<file path="src/rtl/cpa_pkg.sv">
// Shared types, defaults and helpers for the pipelined carry-propagate adder.
// Stage records are sized to MAX_W, so WIDTH must not exceed MAX_W.
package cpa_pkg;

   localparam int unsigned DEF_WIDTH       = 17;
   localparam int unsigned DEF_SEG_W       = 6;
   localparam int unsigned DEF_APPROX_BITS = 4;
   localparam int unsigned MAX_W           = 64;

   function automatic int unsigned cpa_nseg(input int unsigned width, input int unsigned seg_w);
      return (width + seg_w - 1) / seg_w;
   endfunction

   // a/b keep only the segments not yet added; already-consumed bits are zeroed
   typedef struct packed {
      logic             valid;
      logic             approx;
      logic             carry;
      logic [MAX_W-1:0] psum;
      logic [MAX_W-1:0] a;
      logic [MAX_W-1:0] b;
   } stage_t;

endpackage

</file>
<file path="src/rtl/cpa_segment.sv">
// Combinational ripple full-adder chain of parametrised width.
module cpa_segment #(
   parameter int unsigned W = 6
) (
   input  logic [W-1:0] a,
   input  logic [W-1:0] b,
   input  logic         ci,
   output logic [W-1:0] s,
   output logic         co
);

   logic [W:0] c;

   always_comb begin
      c    = '0;
      s    = '0;
      c[0] = ci;
      for (int unsigned i = 0; i < W; i++) begin
         s[i]   = a[i] ^ b[i] ^ c[i];
         c[i+1] = (a[i] & b[i]) | (c[i] & (a[i] ^ b[i]));
      end
      co = c[W];
   end

endmodule

</file>
<file path="src/rtl/pipelined_cp_adder.sv">
// Segmented pipelined adder, one SEG_W-bit segment per stage, global stall.
// Define CPA_APPROX_EN to enable per-transaction approximate low bits.
module pipelined_cp_adder
   import cpa_pkg::*;
#(
   parameter int unsigned WIDTH       = DEF_WIDTH,
   parameter int unsigned SEG_W       = DEF_SEG_W,
   parameter int unsigned APPROX_BITS = DEF_APPROX_BITS
) (
   input  logic             clk,
   input  logic             rst_n,
   input  logic             in_valid,
   output logic             in_ready,
   input  logic [WIDTH-1:0] in1,
   input  logic [WIDTH-1:0] in2,
   input  logic             cin,
   input  logic             approx,
   output logic             out_valid,
   input  logic             out_ready,
   output logic [WIDTH-1:0] sum,
   output logic             cout
);

   localparam int unsigned NSEG = cpa_nseg(WIDTH, SEG_W);

   logic   advance;
   stage_t head;

   assign advance  = !out_valid || out_ready;
   assign in_ready = advance;

   always_comb begin
      head                = '0;
      head.valid          = in_valid;
      head.a[WIDTH-1:0]   = in1;
      head.b[WIDTH-1:0]   = in2;
      head.carry          = cin;
`ifdef CPA_APPROX_EN
      // Low bits become OR results held in psum; the operand pair at bit
      // APPROX_BITS-1 is rewritten so the chain emits exactly a&b as carry.
      if (approx) begin
         head.approx                   = 1'b1;
         head.carry                    = 1'b0;
         head.psum[APPROX_BITS-1:0]    = in1[APPROX_BITS-1:0] | in2[APPROX_BITS-1:0];
         head.a[APPROX_BITS-1:0]       = '0;
         head.b[APPROX_BITS-1:0]       = '0;
         head.a[APPROX_BITS-1]         = in1[APPROX_BITS-1] & in2[APPROX_BITS-1];
         head.b[APPROX_BITS-1]         = in1[APPROX_BITS-1] & in2[APPROX_BITS-1];
      end
`endif
   end

`ifndef CPA_APPROX_EN
   logic unused_cfg;
   assign unused_cfg = approx | (APPROX_BITS == 0);
`endif

   for (genvar k = 0; k < NSEG; k++) begin : g_stage
      localparam int unsigned LO = k * SEG_W;
      localparam int unsigned WK = (k == NSEG - 1) ? WIDTH - LO : SEG_W;

      stage_t          s_in;
      stage_t          s_nxt;
      stage_t          q;
      logic [WK-1:0]   seg_s;
      logic            seg_co;

      if (k == 0) begin : g_first
         assign s_in = head;
      end else begin : g_next
         assign s_in = g_stage[k-1].q;
      end

      cpa_segment #(.W(WK)) u_seg (
         .a  (s_in.a[LO +: WK]),
         .b  (s_in.b[LO +: WK]),
         .ci (s_in.carry),
         .s  (seg_s),
         .co (seg_co)
      );

      always_comb begin
         s_nxt                = s_in;
         s_nxt.a[LO +: WK]    = '0;
         s_nxt.b[LO +: WK]    = '0;
         s_nxt.psum[LO +: WK] = seg_s;
         s_nxt.carry          = seg_co;
`ifdef CPA_APPROX_EN
         if (s_in.approx) begin
            for (int unsigned i = LO; i < LO + WK; i++) begin
               if (i < APPROX_BITS) s_nxt.psum[i] = s_in.psum[i];
            end
         end
`endif
      end

      always_ff @(posedge clk or negedge rst_n) begin
         if (!rst_n) begin
            q <= '0;
         end else if (advance) begin
            q <= s_nxt;
         end
      end
   end

   assign out_valid = g_stage[NSEG-1].q.valid;
   assign sum       = g_stage[NSEG-1].q.psum[WIDTH-1:0];
   assign cout      = g_stage[NSEG-1].q.carry;

   logic unused_tail;
   assign unused_tail = ^g_stage[NSEG-1].q;

endmodule

</file>
<file path="config.mk">
export PLATFORM = sky130hd
export DESIGN_NAME = pipelined_cp_adder
export DESIGN_NICKNAME = d
export VERILOG_FILES = /design/src/rtl/cpa_pkg.sv /design/src/rtl/cpa_segment.sv /design/src/rtl/pipelined_cp_adder.sv
export SDC_FILE = /design/constraint.sdc
export NUM_CORES = 1
export LEC_CHECK = 0
export ABC_AREA = 1
export CAP_MARGIN = 20
export CORE_MARGIN = 2
export CORE_UTILIZATION = 30
export CTS_BUF_LIST = sky130_fd_sc_hd__clkbuf_8
export DETAILED_ROUTE_END_ITERATION = 16
export PLACE_DENSITY = 0.57
export SETUP_SLACK_MARGIN = 0.02
export SKIP_LAST_GASP = 1
export SLEW_MARGIN = 25
export SYNTH_ARGS = -nofsm -noshare
export SYNTH_HDL_FRONTEND = slang
export SYNTH_HIERARCHICAL = 1
export SYNTH_SLANG_ARGS = --single-unit
export TNS_END_PERCENT = 30
</file>
<file path="constraint.sdc">
create_clock -name clk -period 3.75 [get_ports clk]
set_input_delay 0.375 -clock clk [delete_from_list [all_inputs] [get_ports clk]]
set_output_delay 0.375 -clock clk [all_outputs]
set_load 0.05 [all_outputs]
</file>
# [Word-level counts from Yosys, hierarchy flattened]
# Index checks and enable logic that the tools add are counted.
[totals] elab_cells=100 regBits=73
[classes] reduce_logical=2 n_bitwise=85
[ops] cell="1-bit AND" n=34
[ops] cell="1-bit XOR" n=34
[ops] cell="1-bit OR" n=17
[ops] cell="1-bit logical NOT" n=1
[ops] cell="1-bit logical OR" n=1

# [Logic depth before layout (Yosys ltp)]
[logic_depth] ltp_word=13 mapped_depth=12 depth_no_buf=12

# [Modules after synthesis]
# The synthesis kept the hierarchy.
[by_module_without_submodules] module="pipelined_cp_adder" cells_each=316 n_inst=1 area_per_inst_um2=2900.3 seq_area_each_um2=1826.8
[by_module_without_submodules] module="cpa_segment (g_stage[0].u_seg ...)" cells_each=16 n_inst=2 area_per_inst_um2=157.7 seq_area_each_um2=0.0
[by_module_without_submodules] module="cpa_segment (g_stage[2].u_seg)" cells_each=15 n_inst=1 area_per_inst_um2=137.6 seq_area_each_um2=0.0

# [Worst setup path before layout]
# No wires, ideal clock.
[synth_timing] path_kind="register to register" start="register g_stage[0].q[70] (netlist name)" end="register g_stage[1].q[139] (netlist name)" period_less_slack_ns=2.805 stages_incl_launch_ff=13 path_buffers=0 arrival_time_ns=2.740 path_slack_ns=0.945 cell_sequence="dfrtp_1 -> fa_1 -> inv_1 -> fa_1 -> inv_1 -> fa_1 -> fa_1 -> fa_1 -> inv_1 -> fa_1 -> inv_1 -> nand2_1 -> nand2_1"
[synth_between] elab_chain_cells=12 elab_cells_between_ends=13 classes_between="bitwise (13)"
[synth_lines] item="from (decl)" line_no="pipelined_cp_adder.sv:64" source="stage_t q;"
[synth_lines] item="from (signal assigned)" line_no="pipelined_cp_adder.sv:101" source="q <= s_nxt;"
[synth_lines] item="1-bit XOR" line_no="cpa_segment.sv:20" source="c[i+1] = (a[i] & b[i]) | (c[i] & (a[i] ^ b[i]));"
[synth_lines] item="1-bit AND" line_no="cpa_segment.sv:20"
[synth_lines] item="1-bit OR *" line_no="cpa_segment.sv:20"
[synth_lines] item="1-bit AND *" line_no="cpa_segment.sv:20"
[synth_lines] item="1-bit OR *" line_no="cpa_segment.sv:20"
[synth_lines] item="1-bit AND *" line_no="cpa_segment.sv:20"
[synth_lines] item="1-bit OR *" line_no="cpa_segment.sv:20"
[synth_lines] item="1-bit AND *" line_no="cpa_segment.sv:20"
[synth_lines] item="1-bit OR *" line_no="cpa_segment.sv:20"
[synth_lines] item="1-bit AND *" line_no="cpa_segment.sv:20"
[synth_lines] item="1-bit OR *" line_no="cpa_segment.sv:20"
[synth_lines] item="1-bit XOR *" line_no="cpa_segment.sv:19" source="s[i] = a[i] ^ b[i] ^ c[i];"
[synth_lines] item="named net g_stage[1].seg_s[5]" line_no="pipelined_cp_adder.sv:65" source="logic [WK-1:0] seg_s;"
[synth_lines] item="to (signal assigned)" line_no="pipelined_cp_adder.sv:101"
[synth_lines] item="to (decl)" line_no="pipelined_cp_adder.sv:64"
# The timed path passes the listed nets; every way through them passes the cells marked *.
# A chain may end at the register's enable or synchronous reset.

# [Final worst setup path]
[layout_timing] start="input in1[0]" end="register g_stage[0].q[133] (netlist name)"
[layout_between] elab_chain_cells=12 elab_cells_between_ends=13 classes_between="bitwise (13)"
[layout_lines] item="from (decl)" line_no="pipelined_cp_adder.sv:14" source="input logic [WIDTH-1:0] in1,"
[layout_lines] item="1-bit XOR" line_no="cpa_segment.sv:20"
[layout_lines] item="1-bit AND" line_no="cpa_segment.sv:20"
[layout_lines] item="1-bit OR *" line_no="cpa_segment.sv:20"
[layout_lines] item="1-bit AND *" line_no="cpa_segment.sv:20"
[layout_lines] item="1-bit OR *" line_no="cpa_segment.sv:20"
[layout_lines] item="1-bit AND *" line_no="cpa_segment.sv:20"
[layout_lines] item="1-bit OR *" line_no="cpa_segment.sv:20"
[layout_lines] item="1-bit AND *" line_no="cpa_segment.sv:20"
[layout_lines] item="1-bit OR *" line_no="cpa_segment.sv:20"
[layout_lines] item="1-bit AND *" line_no="cpa_segment.sv:20"
[layout_lines] item="1-bit OR *" line_no="cpa_segment.sv:20"
[layout_lines] item="1-bit XOR *" line_no="cpa_segment.sv:19"
[layout_lines] item="named net g_stage[0].seg_s[5]" line_no="pipelined_cp_adder.sv:65"
# Marked as above.

==> reports/metrics.csv <==
metric,value,unit
status,completed,
rsz0062_at_grt,no,
ir_worst_vdd,243.6,uV
area_delta_synth_final,24.63,%
cts_resized,0,
avgSynthCellArea,9.238,um^2
grt_overflow,0,
crit_required,4.02,ns
postRouteAntennaNets,0,
drtIter0Drc,94,
worst_setup_path_start_kind,input port,
stdcell_area,4179,um^2
syn_inst,363,
post-route-util,38.38,%
clkLatencyLatePin,0.34,ns
cts_root_buf,clkbuf_8,
hold_violations,0,
ys_types,12,
dr.pass1.iters,4,
power.density,773.9,nW/um^2
place_area,3980,um^2
die_w,109.7,um
p_leak,2.146,nW
final_common_cell,nand2_1,
hold_ws,0.1708,ns
end_kind,flop,
antenna_found_initial,0,
setup_tns,0,ns
core,10890,um^2
clock.fmax,324.9,MHz
drc,0,
rows,38,
cp_common_cell,fa_1,
via_per_inst,4.400,
syn_area,3353,um^2
cts_setup_buffers,0,
vias,2455,
wl,7.053,mm
post_drt_wl_per_cell,12.64,um
grt_max_degree,74,
p_total,3.234,mW
critical_path_arrival,3.35,ns
clockBufferDepth,2,
cts-hold-fix-buffers,0,
worst_slew_pin_slew,0.9144,ns
ioPinCount,60,
diodes,0,
ys_seq_area_share,54.48,%
gp_routability_congestion,0.6939,
slew_headroom,39.04,%
start_util,30.80,%
cts_tree,built,
nets,470,
cap_violations,0,
min_period_over_period,82.07,%
crit_chain,clkdlybuf4s50_1 > fa_1 > inv_1 > fa_1 > inv_1 > fa_1 > fa_1 > fa_1 > inv_1 > fa_1 > inv_1 > nand2_1 > nand2_1,
slew_violations,0,
clk_pin_slew,0.07,ns
layout-drive-gt1-share,5.502,%
yosys_register_bits,73,
die_y,109.7,um
numCtsBuffers,9,
h-tree-depth,3,
cts_sinks,73,
track_usage,12.64,%
crit_slowest_cell,clkdlybuf4s50_1,
max_stage_delay,0.43,ns
grt_pass1_vias,2452,
final_cell_mix,"nand2_1 (145), nand3_1 (72), dfrtp_1 (72)",
io_buffers,58,
grt_pass1_wl,11.73,mm
synth_warnings,6,
fin_worst_skew,0.009559,ns
crit_type,input port to flop,
hold_path_class,input port to asynchronous set/reset pin,
hpwl,4.568,mm
die_area,12040,um^2
fin_crit,3.078,ns
syn-num-nets,420,
path_max_fanout,1,
setup_violations,0,
where the power goes:
part	total, mW	leakage, nW	switching [mW]	internal [mW]
clock network	0.614	0.112	0.277	0.337
registers	1.27	0.882	0.185	1.08
logic	1.35	1.15	0.889	0.464
state kept, by name (all words and copies together), names as in the netlist:
name,flops
cout,1
g_stage.q,54
out_valid,1
sum,17
layout make-up:
cell class	instances	area, um^2
clock buffers	11	151.4
repair buffers	62	605.6
inverters	32	120.1
well taps	140	175.2
fillers	1108	6709
multi-input cells	235	1251
clock inverters	5	47.55
flip-flops and latches	73	1828
final timing paths:
| check | start | endpoint | slack, ns | depth (start not counted) |
|---|---|---|---|---|
| hold / removal | rst_n | sum[13] | 0.17 | 1 |
| max in group asynchronous | rst_n | out_valid | 2.95 | 1 |
| hold reg to reg | g_stage[1].q[194] | out_valid | 0.46 | 2 |
| setup / recovery | in1[0] | g_stage[0].q[133] | 0.67 | 13 |
| setup reg to reg | g_stage[0].q[70] | g_stage[1].q[139] | 0.76 | 12 |
| min in group clk | g_stage[1].q[194] | out_valid | 0.46 | 2 |
metrics by stage:
step,instances,setup WS (ns)
after detailed placement,542,0.3313
after CTS,558,0.6774
after global routing,558,0.5159
final,558,0.6724
after global placement,542,0.3774
after floorplan,363,0.9450
cells in the mapped netlist:
| cell type | count | area [um^2] |
|---|---|---|
| fa_1 | 17 | 340.3 |
| buf_4 | 1 | 7.510 |
| nand2_1 | 145 | 544.3 |
| dfrtp_1 | 73 | 1827 |
| buf_2 | 10 | 50.05 |
| buf_6 | 7 | 78.83 |
| nand2_2 | 1 | 6.260 |
| inv_1 | 31 | 116.4 |
| buf_1 | 1 | 3.750 |
| inv_2 | 1 | 3.750 |
| clkbuf_1 | 4 | 15.01 |
| nand3_1 | 72 | 360.4 |
metal layers:
metal / routed length (um) / vias to the layer above / global-route usage [%]
met5: 0 / - / 0
met4: 65 / 0 / 4.882
met3: 391 / 6 / 3.142
met2: 3144 / 52 / 19.75
met1: 3451 / 1178 / 16.93
li1: - / 1219 / -
logic make-up after synthesis:
kind of cell	after synthesis	synth area share [%]
adder cells (fa/ha/maj)	17	10.15
flip-flops	73	54.48
buffers and inverters	55	8.209
AND/OR/NAND/NOR	218	27.16
worst max-delay path: cells and delay by family:
family,cells,cell delay [ns]
buffers and inverters,5,0.71
and+or+nand+nor,2,0.11
adders and majority gates,6,2.15
No activity file was read; power rests on OpenSTA's default activity.
